--- config.mk ---
export PLATFORM = sky130hd
export DESIGN_NAME = mem_arbiter_flat
export DESIGN_NICKNAME = d
export VERILOG_FILES = /design/src/rtl/mem_arbiter_if.sv /design/src/rtl/mem_arbiter.sv /design/src/flat_wrapper.sv
export SDC_FILE = /design/constraint.sdc
export NUM_CORES = 1
export LEC_CHECK = 0
export BUFFER_PORTS_ARGS = -buffer_cell sky130_fd_sc_hd__buf_2
export CAP_MARGIN = 10
export CORE_ASPECT_RATIO = 0.75
export CORE_UTILIZATION = 45
export CTS_CLUSTER_SIZE = 30
export DETAILED_ROUTE_END_ITERATION = 10
export PLACE_DENSITY = 0.9
export SLEW_MARGIN = 30
export SYNTH_ARGS = -nofsm -noshare
export SYNTH_HDL_FRONTEND = slang
export SYNTH_SLANG_ARGS = --single-unit
--- constraint.sdc ---
create_clock -name clk -period 2.8 [get_ports clk]
set_input_delay 0.14 -clock clk [delete_from_list [all_inputs] [get_ports clk]]
set_output_delay 0.14 -clock clk [all_outputs]
set_load 0.005 [all_outputs]
--- src/rtl/mem_arbiter_if.sv ---
// mem_arbiter_if: requester ports and memory-side bus of the two-port memory arbiter
interface mem_arbiter_if;
    logic        m0_req;
    logic        m0_we;
    logic [31:0] m0_addr;
    logic [31:0] m0_wd;
    logic        m0_ack;
    logic        m0_err;
    logic [31:0] m0_rd;
    logic        m1_req;
    logic        m1_we;
    logic [31:0] m1_addr;
    logic [31:0] m1_wd;
    logic        m1_ack;
    logic        m1_err;
    logic [31:0] m1_rd;
    logic        mem_we;
    logic [31:0] mem_addr;
    logic [31:0] mem_wd;
    logic [31:0] mem_rd;
    logic        busy;

    modport slave (
        input  m0_req, m0_we, m0_addr, m0_wd, m1_req, m1_we, m1_addr, m1_wd, mem_rd,
        output m0_ack, m0_err, m0_rd, m1_ack, m1_err, m1_rd, mem_we, mem_addr, mem_wd, busy
    );

    modport master (
        output m0_req, m0_we, m0_addr, m0_wd, m1_req, m1_we, m1_addr, m1_wd, mem_rd,
        input  m0_ack, m0_err, m0_rd, m1_ack, m1_err, m1_rd, mem_we, mem_addr, mem_wd, busy
    );
endinterface

--- src/rtl/mem_arbiter.sv ---
// mem_arbiter: round-robin fetch/load-store arbiter with region check and fixed read latency
module mem_arbiter #(
    parameter int          RD_LAT = 1,
    parameter logic [15:0] ROM_LO = 16'h0001,
    parameter logic [15:0] ROM_HI = 16'h000F,
    parameter logic [15:0] RAM_LO = 16'h0010,
    parameter logic [15:0] RAM_HI = 16'hFF0F
) (
    input  logic          clk,
    input  logic          rst,
    mem_arbiter_if.slave  bus
);
    typedef enum logic [1:0] {IDLE, ACCESS, DONE} state_t;

    localparam logic [1:0] LAT = 2'(RD_LAT - 1);

    state_t      state;
    logic        last_grant;
    logic        gnt;
    logic [1:0]  cnt;
    logic        any;
    logic        pick;
    logic        sel_we;
    logic [31:0] sel_addr;
    logic [31:0] sel_wd;
    logic        is_rom;
    logic        is_ram;
    logic        bad;

    // arbitration choice and region/alignment decode of the candidate request
    always_comb begin
        any      = bus.m0_req | bus.m1_req;
        pick     = (bus.m0_req & bus.m1_req) ? ~last_grant : bus.m1_req;
        sel_we   = pick ? bus.m1_we : bus.m0_we;
        sel_addr = pick ? bus.m1_addr : bus.m0_addr;
        sel_wd   = pick ? bus.m1_wd : bus.m0_wd;
        is_rom   = (sel_addr[31:16] >= ROM_LO) && (sel_addr[31:16] <= ROM_HI);
        is_ram   = (sel_addr[31:16] >= RAM_LO) && (sel_addr[31:16] <= RAM_HI);
        bad      = (sel_addr[1:0] != 2'b00) || !(is_rom || is_ram) || (sel_we && is_rom);
    end

    // sequencer: grant in IDLE, hold the memory bus for RD_LAT cycles, pulse ack in DONE
    always_ff @(posedge clk) begin
        if (rst) begin
            state        <= IDLE;
            last_grant   <= 1'b1;
            gnt          <= 1'b0;
            cnt          <= 2'd0;
            bus.m0_ack   <= 1'b0;
            bus.m0_err   <= 1'b0;
            bus.m0_rd    <= 32'd0;
            bus.m1_ack   <= 1'b0;
            bus.m1_err   <= 1'b0;
            bus.m1_rd    <= 32'd0;
            bus.mem_we   <= 1'b0;
            bus.mem_addr <= 32'd0;
            bus.mem_wd   <= 32'd0;
            bus.busy     <= 1'b0;
        end else begin
            bus.m0_ack <= 1'b0;
            bus.m0_err <= 1'b0;
            bus.m1_ack <= 1'b0;
            bus.m1_err <= 1'b0;
            bus.mem_we <= 1'b0;
            case (state)
                IDLE: begin
                    if (any) begin
                        gnt        <= pick;
                        last_grant <= pick;
                        cnt        <= LAT;
                        bus.busy   <= 1'b1;
                        if (bad) begin
                            state <= DONE;
                            if (pick) begin
                                bus.m1_ack <= 1'b1;
                                bus.m1_err <= 1'b1;
                                bus.m1_rd  <= 32'd0;
                            end else begin
                                bus.m0_ack <= 1'b1;
                                bus.m0_err <= 1'b1;
                                bus.m0_rd  <= 32'd0;
                            end
                        end else begin
                            state        <= ACCESS;
                            bus.mem_we   <= sel_we;
                            bus.mem_addr <= sel_addr;
                            bus.mem_wd   <= sel_wd;
                        end
                    end
                end
                ACCESS: begin
                    if (cnt == 2'd0) begin
                        state        <= DONE;
                        bus.mem_addr <= 32'd0;
                        bus.mem_wd   <= 32'd0;
                        if (gnt) begin
                            bus.m1_ack <= 1'b1;
                            bus.m1_rd  <= bus.mem_rd;
                        end else begin
                            bus.m0_ack <= 1'b1;
                            bus.m0_rd  <= bus.mem_rd;
                        end
                    end else begin
                        cnt <= cnt - 2'd1;
                    end
                end
                default: begin
                    state    <= IDLE;
                    bus.busy <= 1'b0;
                end
            endcase
        end
    end
endmodule

--- src/flat_wrapper.sv ---
// flat-port wrapper written by rule: the top's interface ports become plain ports
module mem_arbiter_flat 
#(
    parameter int          RD_LAT = 1,
    parameter logic [15:0] ROM_LO = 16'h0001,
    parameter logic [15:0] ROM_HI = 16'h000F,
    parameter logic [15:0] RAM_LO = 16'h0010,
    parameter logic [15:0] RAM_HI = 16'hFF0F
)
  (clk, rst, bus_m0_req, bus_m0_we, bus_m0_addr, bus_m0_wd, bus_m1_req, bus_m1_we, bus_m1_addr, bus_m1_wd, bus_mem_rd, bus_m0_ack, bus_m0_err, bus_m0_rd, bus_m1_ack, bus_m1_err, bus_m1_rd, bus_mem_we, bus_mem_addr, bus_mem_wd, bus_busy);
  mem_arbiter_if bus_i ();
  input  logic clk;
  input  logic rst;
  input wire logic [$bits(bus_i.m0_req)-1:0] bus_m0_req;
  input wire logic [$bits(bus_i.m0_we)-1:0] bus_m0_we;
  input wire logic [$bits(bus_i.m0_addr)-1:0] bus_m0_addr;
  input wire logic [$bits(bus_i.m0_wd)-1:0] bus_m0_wd;
  input wire logic [$bits(bus_i.m1_req)-1:0] bus_m1_req;
  input wire logic [$bits(bus_i.m1_we)-1:0] bus_m1_we;
  input wire logic [$bits(bus_i.m1_addr)-1:0] bus_m1_addr;
  input wire logic [$bits(bus_i.m1_wd)-1:0] bus_m1_wd;
  input wire logic [$bits(bus_i.mem_rd)-1:0] bus_mem_rd;
  output wire logic [$bits(bus_i.m0_ack)-1:0] bus_m0_ack;
  output wire logic [$bits(bus_i.m0_err)-1:0] bus_m0_err;
  output wire logic [$bits(bus_i.m0_rd)-1:0] bus_m0_rd;
  output wire logic [$bits(bus_i.m1_ack)-1:0] bus_m1_ack;
  output wire logic [$bits(bus_i.m1_err)-1:0] bus_m1_err;
  output wire logic [$bits(bus_i.m1_rd)-1:0] bus_m1_rd;
  output wire logic [$bits(bus_i.mem_we)-1:0] bus_mem_we;
  output wire logic [$bits(bus_i.mem_addr)-1:0] bus_mem_addr;
  output wire logic [$bits(bus_i.mem_wd)-1:0] bus_mem_wd;
  output wire logic [$bits(bus_i.busy)-1:0] bus_busy;
  assign bus_i.m0_req = bus_m0_req;
  assign bus_i.m0_we = bus_m0_we;
  assign bus_i.m0_addr = bus_m0_addr;
  assign bus_i.m0_wd = bus_m0_wd;
  assign bus_i.m1_req = bus_m1_req;
  assign bus_i.m1_we = bus_m1_we;
  assign bus_i.m1_addr = bus_m1_addr;
  assign bus_i.m1_wd = bus_m1_wd;
  assign bus_i.mem_rd = bus_mem_rd;
  assign bus_m0_ack = bus_i.m0_ack;
  assign bus_m0_err = bus_i.m0_err;
  assign bus_m0_rd = bus_i.m0_rd;
  assign bus_m1_ack = bus_i.m1_ack;
  assign bus_m1_err = bus_i.m1_err;
  assign bus_m1_rd = bus_i.m1_rd;
  assign bus_mem_we = bus_i.mem_we;
  assign bus_mem_addr = bus_i.mem_addr;
  assign bus_mem_wd = bus_i.mem_wd;
  assign bus_busy = bus_i.busy;
  mem_arbiter #(.RD_LAT(RD_LAT), .ROM_LO(ROM_LO), .ROM_HI(ROM_HI), .RAM_LO(RAM_LO), .RAM_HI(RAM_HI)) u_core (.clk(clk), .rst(rst), .bus(bus_i));
endmodule
* Word level (Yosys, flattened, before mapping)
Cells that the tools add are included.
** Word-level totals
- Flip-flop bits (word level) :: 140
- Output and inout bits :: 134
** Operators by class
- Equal/unequal tests :: 10
- Reductions and logical operators :: 20
- $lt $le $gt $ge :: 4
- Muxes and demuxes :: 44
- Add/sub/neg operators :: 1
- Bitwise logic cells :: 6
** Operators with widths (count)
- $mux 32 :: 17
- $pmux 32 s2 :: 4
- $ge 16x1->1 const B :: 1
- $ge 16x5->1 const B :: 1
- $le 16x16->1 const B :: 1
- $le 16x4->1 const B :: 1
- $mux 1 :: 13
- $reduce_and 6->1 :: 2
- $mux 2 :: 5
- $ne 2x1->1 const B :: 5
- $ne 2x2->1 const B :: 4
- $pmux 2 s2 :: 2
- $pmux 1 s2 :: 3
- $reduce_and 2->1 :: 3
- $logic_not 2->1 :: 2
- $not 1->1 :: 4
- $reduce_and 4->1 :: 1
- $reduce_bool 2->1 :: 2
- $reduce_or 4->1 :: 1
- $logic_and 1x1->1 :: 3
- $logic_or 1x1->1 :: 3
- $reduce_and 3->1 :: 1
- $eq 2x1->1 const B :: 1
- $reduce_or 2->1 :: 1
- 4 further kinds :: 4

* Longest topological paths before layout
- Depth after elaboration :: 12
- Gate-level depth with buffers :: 9

* Worst setup path after synthesis
No wires, ideal clock.
- Path kind :: input-to-reg
- Start point :: in bus_m1_addr[23]
- End point :: reg u_core.bus.mem_wd[24]
- Slack :: 950 ps
- Arrival :: 1779 ps
- Cell stages on the path :: 7
- Path through :: or4_4 o211ai_2 o31a_4 a21oi_4 a211oi_4 buf_6 o2bb2ai_1
** On the way
- Longest elaborated chain between the ends :: 9
- Elaborated cells on any way between the ends :: 14
- Classes of those cells :: order compare: 4; eq/ne: 1; mux: 1; reduce/logical: 8
** Ends and longest elaborated chain
- start, declared :: line flat_wrapper.sv:20 : input wire logic [$bits(bus_i.m1_addr)-1:0] bus_m1_addr;
- $mux 32 * :: line mem_arbiter.sv:35 : sel_addr = pick ? bus.m1_addr : bus.m0_addr;
- $ge 16x1->1 (tied with other cells) :: line mem_arbiter.sv:37 : is_rom = (sel_addr[31:16] >= ROM_LO) && (sel_addr[31:16] <= ROM_HI);
- $logic_and 1x1->1 (on tied branches) :: line mem_arbiter.sv:37, mem_arbiter.sv:38
- $logic_or 1x1->1 :: line mem_arbiter.sv:39 : bad = (sel_addr[1:0] != 2'b00) || !(is_rom || is_ram) || (sel_we && is_rom);
- $logic_not 1->1 :: line mem_arbiter.sv:39
- $logic_or 1x1->1 :: line mem_arbiter.sv:39
- $logic_or 1x1->1 * :: line mem_arbiter.sv:39
- $ne 2x2->1 (no source line) *
- $reduce_and 4->1 (no source line) *
- end signal, assigned :: line mem_arbiter.sv:87 : bus.mem_wd <= sel_wd;
- end, declared :: line mem_arbiter_if.sv:25 : output m0_ack, m0_err, m0_rd, m1_ack, m1_err, m1_rd, mem_we, mem_addr, mem_wd, busy
Mark *: on every way between the ends. The rest lies on a longest branch, timed or not.
A chain may end at the register's enable or synchronous reset.

* Worst setup path after layout
- Start point :: reg u_core.last_grant
- End point :: reg u_core.bus.mem_wd[2]
** On the way
- Longest elaborated chain between the ends :: 11
- Elaborated cells on any way between the ends :: 22
- Classes of those cells :: order compare: 4; eq/ne: 1; mux: 7; bitwise: 1; reduce/logical: 9
** Ends and longest elaborated chain
- start, declared :: line mem_arbiter.sv:18 : logic last_grant;
- start signal, assigned :: line mem_arbiter.sv:69 : last_grant <= pick;
- $not 1->1 * :: line mem_arbiter.sv:33 : pick = (bus.m0_req & bus.m1_req) ? ~last_grant : bus.m1_req;
- $mux 1 * :: line mem_arbiter.sv:33
- $mux 32 :: line mem_arbiter.sv:35
- $ge 16x1->1 (tied with other cells) :: line mem_arbiter.sv:37
- $logic_and 1x1->1 (on tied branches) :: line mem_arbiter.sv:37, mem_arbiter.sv:38
- $logic_or 1x1->1 :: line mem_arbiter.sv:39
- $logic_not 1->1 :: line mem_arbiter.sv:39
- $logic_or 1x1->1 (2 in a row) :: line mem_arbiter.sv:39
- $ne 2x2->1 (no source line)
- $reduce_and 4->1 (no source line)
Mark *: on every way between the ends. The rest lies on a longest branch, timed or not. The select of a mux whose other input is x is not followed.

==> results.md <==
- Status: finished clean
- VDD IR max: 419 uV
- CP Data Required Time: 3.10 ns
- Worst Path Arrival: around 2.8 ns
- Top cell type's share of synthesized area: 49.9%
- Initial Util: a little under half
- Fill cells: 865
- Hold Vio Cnt, Final: 0
- Residual DRC: 0
- FF+latch area: 0.00280 mm2
- Synth Register Bits: 140
- Area grow syn2layout: 48.2%
- Drt pass-1 iters: 4
- Post-Synth Adder-Cell Area: 0.223%
- Simple-Gate Fraction of Synth Area: 4.65%
- Syn Area/Cell: approximately 13 um2
- Setup TNS: 0 ns
- Layout cells sized above 1: between 50 and 60%
- Clock power share: 44.5%
- # clock sinks: between 100 and 150
- Largest net degree at the start of global routing: 65
- Most frequent cell after synthesis: dfxtp_1
- Leak: 4.08 nW
- Vias: 5051
- WS Path Type: reg2reg
- Max Cap Violations: 0
- Synth top area cells: dfxtp_1, o2bb2ai_2, mux2i_1
- Number of global-route vias before repair: 5091
- # diodes: 0
- EDFF count, synth: 0
- Post-synthesis async set-or-reset flop share: 0%
- Pwr Total: 5.00 mW
- First-pass GRT wire length: 25.8 mm
- Htree depth: 4
- Placed Cells: 883
- Measured slew at the worst slew-check pin: between 0.6 and 0.7 ns
- Max Fanout on Critical Path: 35
- Pre-CTS setup slack: 0.448 ns
- IO Port Bufs: 299
- Rows: 34
- RSZ-0062 raised after global routing: no
- Startpoint types: flip-flop
- Layout Cells excl Fill: 963
- CTS tree: yes
- Nets: around 960
- Routability cong.: 0.846
- Pwr Density: 601 mW/mm2
- Register area share after synthesis: 49.9%
- Synthesized cell area: 0.00562 mm2
- Top cells by count, synth: dfxtp_1, a22o_1, mux2i_1
- DR iter-0 viols: 221
- Multiplexer share of the synthesized area: 11.0%
- Area of the multi-input gates: 0.00262 mm2
- Switching share of power: between 20% and 30%
- Ports: 300
- Clock root cell: clkbuf_16
- Tmin final: 2.47 ns
- Sequential Power Share: between 40% and 50%
- Die Height: 98.8 um
- Die ar.: 0.0129 mm2
- Final Max Slew Viols: 0
- Ys flop type: dfxtp_1
- Final period util: roughly nine tenths
- GRT Resource Usage Total: 25.8%
- Core area: approximately 0.012 mm2
- Mapped Nets: 614
- Setup violators final: 0
- CTS buffer count: 17
- WL final: 16.4 mm
- Vias/cell: 5.25
- Placed wire-length estimate: 11.2 mm
- Clock-pin transition on the worst setup and hold timing paths: 0.07 ns
- WL/cell: 17.0 um
- Grt ovf: 0
- Setup crit end kind: flip-flop
- Compound-Gate Fraction of Synth Area: between 30% and 40%
- Chip width: 131 um
- Setup Buffers After CTS: 0
- Largest buffer count on any clock path: 2
- Post-Synth XOR/XNOR Area: 0%
- P_int: 3.66 mW
- Antenna Nets Post-Route: 0
- Combinational Power Share: around an eighth
- Largest family of logic cells by synthesized area: compound AO/OA/AOI/OAI gates
- Synth warnings: 0
- Initial antenna violation count: 1
- Max_slew headroom: 58.9%
- Cells after Synth: 447
- Yosys top cell by area: dfxtp_1
- Worst skew pair latency: 0.41 ns
- PnR worst setup slack: ~0.33 ns
- Class of the worst hold path: in2reg
- Net Sw Power: 1.34 mW
- Fmax: 405 MHz
- Clk_skew: ~0.010 ns
- Cell variety after synth: 39
-- flip-flops by register name (all words and copies together) (netlist names) --
| name | count |
|---|---|
| u_core.bus.m0_rd | 32 |
| u_core.bus.m1_rd | 32 |
| u_core.bus.mem_addr | 32 |
| u_core.bus.mem_wd | 32 |
| u_core.cnt | 2 |
| u_core.state | 2 |
| u_core.bus.busy | 1 |
| u_core.bus.m0_ack | 1 |
| u_core.bus.m0_err | 1 |
| u_core.bus.m1_ack | 1 |
| u_core.bus.m1_err | 1 |
| u_core.bus.mem_we | 1 |
| u_core.gnt | 1 |
| u_core.last_grant | 1 |
-- cells in the final DEF, fill, tap and decap left out, types with 5 or more instances in the layout --
cell type	n
buf_2	299
dfxtp_1	140
a22o_1	64
mux2i_1	62
o2bb2ai_2	58
dlygate4sd3_1	48
clkbuf_16	17
nand2_1	9
buf_4	9
nor4_1	8
nor2_1	7
inv_1	6
nor3_1	6
a21oi_1	6
nand4_1	5
-- routing by layer --
layer / track usage (%) / up-vias / wire, um
met3: 5.86 / 36 / 872
li1: - / 2433 / -
met4: 10.9 / 2 / 394
met2: 43.4 / 196 / 8100
met1: 31.7 / 2384 / 7030
met5: 0 / - / 9
-- worst max-delay path, stage by stage (launching register included) --
cell           delay (ns)
dfxtp_1              0.40
a21bo_4              0.42
buf_4                0.57
mux2i_1              0.29
dlygate4sd3_1        0.60
o2bb2ai_2            0.05
-- logic make-up (layout without fill, tap and decap cells) --
kind of cell / count (synthesis) / in the layout
AOI/OAI and AO/OA: 153 / 153
DFF: 140 / 140
muxes: 62 / 62
and+or+nand+nor: 49 / 49
buffers and inverters: 42 / 396
adders and majority gates: 1 / 1
-- through the flow --
step / utilization, % / cell area [um2] / hold WS (ns)
floorplan: - / 5620 / 0.265
global placement: 61.1 / 7250 / 0.365
detailed placement: 61.1 / 7250 / 0.370
CTS: 70.1 / 8320 / 0.000304
global route: 70.1 / 8320 / 0.0102
finish: 70.1 / 8320 / 0.0106
-- timing repair --
item	in CTS	in global routing
hold buffers	48	0
gates resized for setup	0	0
endpoints found under the hold margin	74	0
-- power groups by stage --
stage          clock (mW)  sequential [mW]  combinational, mW
2_1_floorplan           0             2.15              0.339
3_3_place_gp            0             2.15              0.589
3_5_place_dp            0             2.15              0.601
4_1_cts              2.26             2.11              0.659
5_1_grt              2.36             2.12              0.717
6_report             2.22             2.11              0.665
-- area by class of cell --
type / instances / area share [%]
Inverter: 6 / 0.271
Multi-Input combinational cell: 265 / 31.4
Clock inverter: 15 / 2.06
Tap cell: 162 / 2.43
Timing Repair Buffer: 358 / 25.0
Sequential cell: 140 / 33.7
Clock buffer: 17 / 5.11
-- worst paths after layout --
check	from	to	slack [ns]	cells past startpoint
worst max-delay path	u_core.last_grant	u_core.bus.mem_wd[2]	0.33	5
worst min-delay path	bus_m1_addr[13]	u_core.bus.mem_addr[13]	0.01	3
worst max register to register	u_core.last_grant	u_core.bus.mem_wd[2]	0.33	5
worst min register to register	u_core.bus.busy	u_core.bus.busy	0.46	1
(Power assumes the default switching activity.)
